**config.mk**
```make
export PLATFORM = sky130hd
export DESIGN_NAME = boot_loader_arb
export DESIGN_NICKNAME = d
export VERILOG_FILES = /design/src/rtl/boot_loader_arb.sv
export SDC_FILE = /design/constraint.sdc
export NUM_CORES = 1
export LEC_CHECK = 0
export ABC_AREA = 1
export CAP_MARGIN = 20
export CORE_ASPECT_RATIO = 1.75
export CORE_MARGIN = 3
export CORE_UTILIZATION = 58
export DETAILED_ROUTE_END_ITERATION = 6
export PLACE_DENSITY = 0.87
export RECOVER_POWER = 25
export SLEW_MARGIN = 5
export SYNTH_ARGS = -nofsm -noshare
export SYNTH_HDL_FRONTEND = slang
export SYNTH_SLANG_ARGS = --single-unit
```
**constraint.sdc**
```tcl
create_clock -name clk -period 4 [get_ports clk]
set_clock_uncertainty 0.15 [all_clocks]
set_input_delay 0.8 -clock clk [delete_from_list [all_inputs] [get_ports clk]]
set_output_delay 0.8 -clock clk [all_outputs]
set_load 0.005 [all_outputs]
```
**src/rtl/boot_loader_arb.sv**
```systemverilog
// Boot loader / memory port arbiter: streams a length-prefixed image from the UART RX FIFO into RAM,
// then hands the data port to the CPU. Optional trailer check under BOOT_LOADER_CHECKSUM_EN.
module boot_loader_arb #(
    parameter logic [31:0] BASE_ADDR = 32'h0000_0100,
    parameter int unsigned MAX_WORDS = 32768
) (
    input  logic        clk,
    input  logic        rst_n,
    input  logic        boot_en,
    input  logic        empty,
    input  logic [7:0]  uart_in,
    output logic        rdreq,
    input  logic [31:0] cpu_addr,
    input  logic [31:0] cpu_writedata,
    input  logic        cpu_writectrl,
    input  logic        cpu_readctrl,
    output logic [31:0] mem_addr,
    output logic [31:0] mem_writedata,
    output logic        mem_writectrl,
    output logic        mem_readctrl,
    output logic        mem_empty,
    output logic        clken,
    output logic        busy,
    output logic        err
);

    localparam logic [31:0] MaxWords = 32'(MAX_WORDS);

    typedef enum logic [2:0] {
        StIdle,
        StLen,
        StData,
        StWrite,
        StRun,
`ifdef BOOT_LOADER_CHECKSUM_EN
        StCsum,
`endif
        StErr
    } state_e;

    state_e      state_q, state_d;
    logic [1:0]  byte_cnt_q, byte_cnt_d;
    logic [31:0] len_q, len_d;
    logic [31:0] word_q, word_d;
    logic [31:0] wr_addr_q, wr_addr_d;
    logic [31:0] word_cnt_q, word_cnt_d;
    logic [31:0] assembled;
    logic        last_byte;
`ifdef BOOT_LOADER_CHECKSUM_EN
    logic [31:0] csum_q, csum_d;
`endif

    always_ff @(posedge clk or negedge rst_n) begin
        if (!rst_n) begin
            state_q    <= StIdle;
            byte_cnt_q <= 2'd0;
            len_q      <= 32'd0;
            word_q     <= 32'd0;
            wr_addr_q  <= BASE_ADDR;
            word_cnt_q <= 32'd0;
`ifdef BOOT_LOADER_CHECKSUM_EN
            csum_q     <= 32'd0;
`endif
        end else begin
            state_q    <= state_d;
            byte_cnt_q <= byte_cnt_d;
            len_q      <= len_d;
            word_q     <= word_d;
            wr_addr_q  <= wr_addr_d;
            word_cnt_q <= word_cnt_d;
`ifdef BOOT_LOADER_CHECKSUM_EN
            csum_q     <= csum_d;
`endif
        end
    end

    always_comb begin
        state_d       = state_q;
        byte_cnt_d    = byte_cnt_q;
        len_d         = len_q;
        word_d        = word_q;
        wr_addr_d     = wr_addr_q;
        word_cnt_d    = word_cnt_q;
`ifdef BOOT_LOADER_CHECKSUM_EN
        csum_d        = csum_q;
`endif
        rdreq         = 1'b0;
        mem_addr      = wr_addr_q;
        mem_writedata = word_q;
        mem_writectrl = 1'b0;
        mem_readctrl  = 1'b0;
        mem_empty     = 1'b1;
        clken         = 1'b0;
        busy          = 1'b1;
        err           = 1'b0;
        last_byte     = (byte_cnt_q == 2'd3);
        // Full little-endian value as it will stand once the current head byte lands in the top lane.
        assembled     = {uart_in, word_q[23:0]};

        unique case (state_q)
            StIdle: begin
                byte_cnt_d = 2'd0;
                word_cnt_d = 32'd0;
                wr_addr_d  = BASE_ADDR;
`ifdef BOOT_LOADER_CHECKSUM_EN
                csum_d     = 32'd0;
`endif
                state_d    = boot_en ? StLen : StRun;
            end
            StLen: begin
                rdreq     = ~empty;
                assembled = {uart_in, len_q[23:0]};
                if (!empty) begin
                    len_d[{byte_cnt_q, 3'b000} +: 8] = uart_in;
                    byte_cnt_d = byte_cnt_q + 2'd1;
                    if (last_byte) begin
                        len_d = assembled;
                        if (assembled == 32'd0) begin
                            state_d = StRun;
                        end else if (assembled > MaxWords) begin
                            state_d = StErr;
                        end else begin
                            state_d = StData;
                        end
                    end
                end
            end
            StData: begin
                rdreq = ~empty;
                if (!empty) begin
                    word_d[{byte_cnt_q, 3'b000} +: 8] = uart_in;
                    byte_cnt_d = byte_cnt_q + 2'd1;
                    if (last_byte) begin
                        state_d = StWrite;
                    end
                end
            end
            StWrite: begin
                mem_writectrl = 1'b1;
                wr_addr_d     = wr_addr_q + 32'd4;
                word_cnt_d    = word_cnt_q + 32'd1;
`ifdef BOOT_LOADER_CHECKSUM_EN
                csum_d        = csum_q ^ word_q;
                state_d       = (word_cnt_q + 32'd1 == len_q) ? StCsum : StData;
`else
                state_d       = (word_cnt_q + 32'd1 == len_q) ? StRun : StData;
`endif
            end
`ifdef BOOT_LOADER_CHECKSUM_EN
            StCsum: begin
                rdreq = ~empty;
                if (!empty) begin
                    word_d[{byte_cnt_q, 3'b000} +: 8] = uart_in;
                    byte_cnt_d = byte_cnt_q + 2'd1;
                    if (last_byte) begin
                        state_d = (assembled == csum_q) ? StRun : StErr;
                    end
                end
            end
`endif
            StRun: begin
                mem_addr      = cpu_addr;
                mem_writedata = cpu_writedata;
                mem_writectrl = cpu_writectrl;
                mem_readctrl  = cpu_readctrl;
                mem_empty     = empty;
                clken         = 1'b1;
                busy          = 1'b0;
            end
            StErr: begin
                err  = 1'b1;
                busy = 1'b0;
            end
            default: begin
                state_d = StIdle;
            end
        endcase
    end

endmodule

```
== Yosys cells after proc, flatten, opt, wreduce, memory -nomap -nowiden ==
Index checks and enable logic that the tools add are counted.

* Flip-flop bits (word level): 133
* Latch bits: 0
* Memory bits (writable): 0
* Bits in read-only memories: 0
* Bits of input ports: 78
* Memories kept: 0

* Add/sub/neg operators: 4
* Multipliers: 0
* Div/mod/pow operators: 0
* $lt $le $gt $ge: 1
* Equality and inequality tests: 12
* Shift-type cells: 2
* Muxes and demuxes: 25
* Bitwise gates (word level): 3
* Reductions and logical operators: 11

{| class="wikitable"
|+ Operator list
! operator !! count
|-
| one-hot mux 32 bit (2 select lines) || 2
|-
| two-way mux 32 bit || 3
|-
| bitwise mux 32 bit || 2
|-
| adder 32 x 1 -> 32 bit (second input constant) || 1
|-
| adder 32 x 3 -> 32 bit (second input constant) || 1
|-
| equality test 32 bit || 1
|-
| > comparator 32 x 16 -> 1 bit (second input constant) || 1
|-
| zero test 32 bit || 1
|-
| variable shift 8 x 7 -> 32 bit (first input constant) || 1
|-
| variable part select 8 x 7 -> 32 bit || 1
|-
| two-way mux 3 bit || 8
|-
| one-hot mux 3 bit (5 select lines) || 1
|-
| != test 2 bit (second input constant) || 5
|-
| negation 5 -> 7 bit || 1
|-
| equality test 3 x 2 -> 1 bit (second input constant) || 2
|-
| equality test 3 bit (second input constant) || 2
|-
| two-way mux 1 bit || 6
|-
| AND reduction 2 bit || 3
|-
| AND reduction 5 bit || 1
|-
| one-hot mux 2 bit (2 select lines) || 1
|-
| nonzero test 2 bit || 2
|-
| OR reduction 2 bit || 2
|-
| equality test 3 x 1 -> 1 bit (second input constant) || 1
|-
| zero test 3 bit || 1
|-
| other kinds (6) || 8
|}

== Depth between registers and ports, before layout ==
* Depth after elaboration: 6
* Gate-level depth with buffers: 18
* Depth with buffers taken out: 18

== Worst setup path after synthesis ==
No wires, ideal clock.

* Path kind: reg2out
* Start point: register state_q[1]
* End point: output mem_addr[17]
* Arrival time: 1.503 ns
* Required time: 3.050 ns
* Slack: 1.547 ns
* Cell stages (with the launch flop): 8
* Path buffers: 2
* Path through: dfrtp_1 > nor2_1 > inv_1 > nor2_1 > clkbuf_1 > clkbuf_1 > nand2_1 > nand2_1

* Cells in the longest elaborated chain, start to end: 2

{| class="wikitable"
|+ RTL lines
! element !! RTL line !! source
|-
| start: declaration || 41 || <nowiki>state_e state_q, state_d;</nowiki>
|-
| start signal: assignment || 55 || <nowiki>state_q <= StIdle;</nowiki>
|-
| start signal: assignment || 65 || <nowiki>state_q <= state_d;</nowiki>
|-
| equality test 3 bit || 100 || <nowiki>unique case (state_q)</nowiki>
|-
| two-way mux 32 bit || 100 ||
|-
| end: declaration || 17 || <nowiki>output logic [31:0] mem_addr,</nowiki>
|}

No other way between the ends.

== Worst setup path after layout ==
* Start point: register state_q[2]
* End point: output mem_writedata[15]

* Cells in the longest elaborated chain, start to end: 2

{| class="wikitable"
|+ RTL lines
! element !! RTL line !! source
|-
| equality test 3 bit || 100 ||
|-
| two-way mux 32 bit || 100 ||
|-
| end: declaration || 18 || <nowiki>output logic [31:0] mem_writedata,</nowiki>
|}

No other way between the ends.

==> impl_metrics.yaml <==
run_status:
  status: "complete, but fails checks"
  violations: "capacitance limit, slew limit"
run:
  drv_cap: 1
die:
  io_pins: 149
  die_height_um: 164.9
  dieArea_um2: 15960
  initial_core_util_pct: 59.87
  coreArea_um2: 13980
  die_x_um: 96.81
  row_count: 57
critical_path:
  r2r-end: "word_cnt_q[19]"
  path_max_fanout: 67
  crit_required_ps: 3050
  cpMostUsedCell: "inv_1"
  startpoint: "state_q[2]"
  cpPeakStageDelay_ps: 570
  r2r_start: "state_q[0]"
  reg2regPathDepth: 8
  path_class: "flip-flop to output pin"
  cp-endpoint: "mem_writedata[15]"
  cp_slowest_cell: "clkdlybuf4s50_1"
  crit_chain: "inv_1, nor2_1, inv_1, nor2_4, buf_4, nand2_1, o21ai_0, clkdlybuf4s50_1"
  worstSetupEndpointType: "output pin"
  cp.arrival_ps: 2560
  rrSetupSlack_ps: 990
  start_kind: "flip-flop"
power_and_ir_drop:
  combPwrFrac_pct: 36.1
  power.switching_uw: 1660
  switching_share_pct: 32.90
  p_int_uw: 3385
  power.total_uw: 5044
  seqPwrFrac_pct: 29.3
  max-vdd-ir-drop_mv: 0.3263
  p_per_area_nw_per_um2: 472.4
  clock_power_share_pct: 34.6
  leakagePower_uw: 0.004813
yosys:
  synth_area_leader_cell: "dfrtp_1"
  synth-seq-area-share_pct: 39.18
  syn_area_um2: 8369
  ys_warn_count: 0
  synthFlopType: "dfrtp_1"
  synth_common_cells: "nand2_1, inv_1, o21ai_0, dfrtp_1, nand3_1"
  synth_edf_count: 0
  yosysTopAreaCellShare_pct: 38.87
  syn_avg_cell_area_um2: 6.695
  synth_seq_cells: 131
  ys_async_sr_fraction_pct: 100.0
  synthDistinctLibCells: 36
  synth_most_common_cell: "nand2_1"
  syn_nets: 1335
  syn_inst: 1250
  synth_area_leaders: "dfrtp_1, nand2_1, o21ai_0"
clock_network:
  postCtsSetupRepairBufs: 0
  clk_path_buf_depth: 2
  clk_latency_ps: 430
  htreeDepth: 4
  cts_resized: 0
  cts_root_buf: "clkbuf_16"
  cts_num_sinks: 131
  cts_tree: "done"
  postCtsHoldBufs: 0
  cts.clk_slew.worst_paths_ps: 60
  cts_made_buffers: 17
placed_design:
  port_buffers: 148
  dp.cells: 1546
  gp_congestion: 0.9875
  dp_hpwl_um: 20470
timing:
  rsz0062_at_grt: "no"
  max_slew_margin_pct: -3.392
  setup-tns-final_ps: 0
  timing.hold.ws_ps: 354.5
  hold_violations: 0
  worst_pin_slew_ps: 1551
  final-setup-viol-count: 0
  max_freq_mhz: 284.8
  drv_slew: 60
  finalCritPeriodShare_pct: 87.79
  period_needed_ps: 3512
drt:
  antenna_left: 0
  wl_per_cell_um: 17.79
  num_vias: 9113
  first_pass_iters: 6
  dr.first_iter.drc_count: 759
  drt-total-wl_um: 28050
  drc: 0
  via_per_inst: 5.779
finish:
  nets: 1473
  drive_above_1_share_pct: 5.500
  syn_to_final_growth_pct: 27.58
  final_cells: 1577
  antenna_cells: 0
global_routing:
  antenna_found_initial: 0
  grt_max_degree: 68
  grt_util_all_layers_pct: 35.79
  grt_pass1_wl_um: 44920
  overflow: 0
  grt_pass1_vias: 9075
min_path:
  holdPathStages: 2
  min_path_type: "flip-flop to flip-flop"
==> cells by family (layout without fill, tap and decap cells) <==
kind of cell / after synthesis / after routing / share of synthesized area [%]
xor+xnor: 8 / 8 / 1.330
mux: 1 / 1 / 0.1196
simple gates: 674 / 674 / 35.30
buf+inv: 218 / 368 / 9.777
flops: 131 / 131 / 39.18
compound gates: 211 / 211 / 13.25
fa+ha+maj: 7 / 7 / 1.046
==> layout make-up <==
cell class / instances / area (µm²)
inverter: 179 / 671.9
multi-input combinational: 901 / 4284
tap: 177 / 221.5
clock buffer: 19 / 452.9
timing repair buffer: 158 / 1564
clock inverter: 12 / 203.9
fill: 1053 / 3301
sequential: 131 / 3279
==> power by group through the flow <==
stage | clock [µW] | combinational, µW | sequential [µW]
2_1_floorplan | 0 | 789 | 1480
3_3_place_gp | 0 | 1760 | 1490
3_5_place_dp | 0 | 1790 | 1490
4_1_cts | 1740 | 1810 | 1470
5_1_grt | 1800 | 1970 | 1480
6_report | 1750 | 1820 | 1480
==> flip-flops by register name, indices dropped and copies added (netlist names) <==
name        cells
len_q          32
word_q         32
word_cnt_q     32
byte_cnt_q      2
wr_addr_q      30
state_q         3
==> worst min path at each step <==
stage               startpoint            end
global route         word_q[1]      word_q[1]
global placement     len_q[31]      len_q[31]
floorplan            len_q[31]      len_q[31]
detailed placement   len_q[31]      len_q[31]
CTS                      rst_n  word_cnt_q[6]
finish               len_q[31]      len_q[31]
==> per-stage QoR <==
stage | utilization (%) | instance area [µm²] | setup WS [ps]
floorplan | - | 8369 | 1547
global placement | 71.71 | 10020 | 1026
detailed placement | 71.71 | 10020 | 986.7
CTS | 76.41 | 10680 | 506.2
global route | 76.39 | 10680 | 253.4
finish | 76.39 | 10680 | 488.5
==> metal layers <==
layer | up-vias | GRT usage, % | share of wire (%)
li1 | 4330 | - | -
met1 | 4138 | 37.18 | 34
met2 | 505 | 65.63 | 52
met3 | 140 | 6.847 | 7.3
met4 | 0 | 22.81 | 6.3
met5 | - | 0 | 0
==> worst max-delay path: cells and delay by family (launching register included) <==
kind	cells	cell delay, ps
flops	1	410
buf+inv	4	1210
compound gates	1	120
simple gates	3	360
==> placed cells by master (no fill, tap or decap), types with 2 or more instances in the layout <==
cell	count
nand2_1	376
inv_1	176
o21ai_0	167
clkdlybuf4s50_1	147
dfrtp_1	130
nand3_1	104
nor2_1	94
nor3_1	33
nand4_1	27
o22ai_1	17
clkbuf_16	17
a21oi_1	10
nor2_2	9
buf_4	9
nor2_4	8
nand2_2	7
ha_1	7
xor2_1	5
o21ai_1	5
bufinv_16	5
nor4_1	4
o211ai_1	3
o31ai_1	3
o32ai_1	3
nand3b_1	3
xnor3_1	3
clkinvlp_4	3
nor3_2	2
clkinv_1	2
a31oi_1	2
nor2_8	2
nand3_2	2
clkbuf_8	2
clkinv_4	2
(Power assumes the default switching activity.)
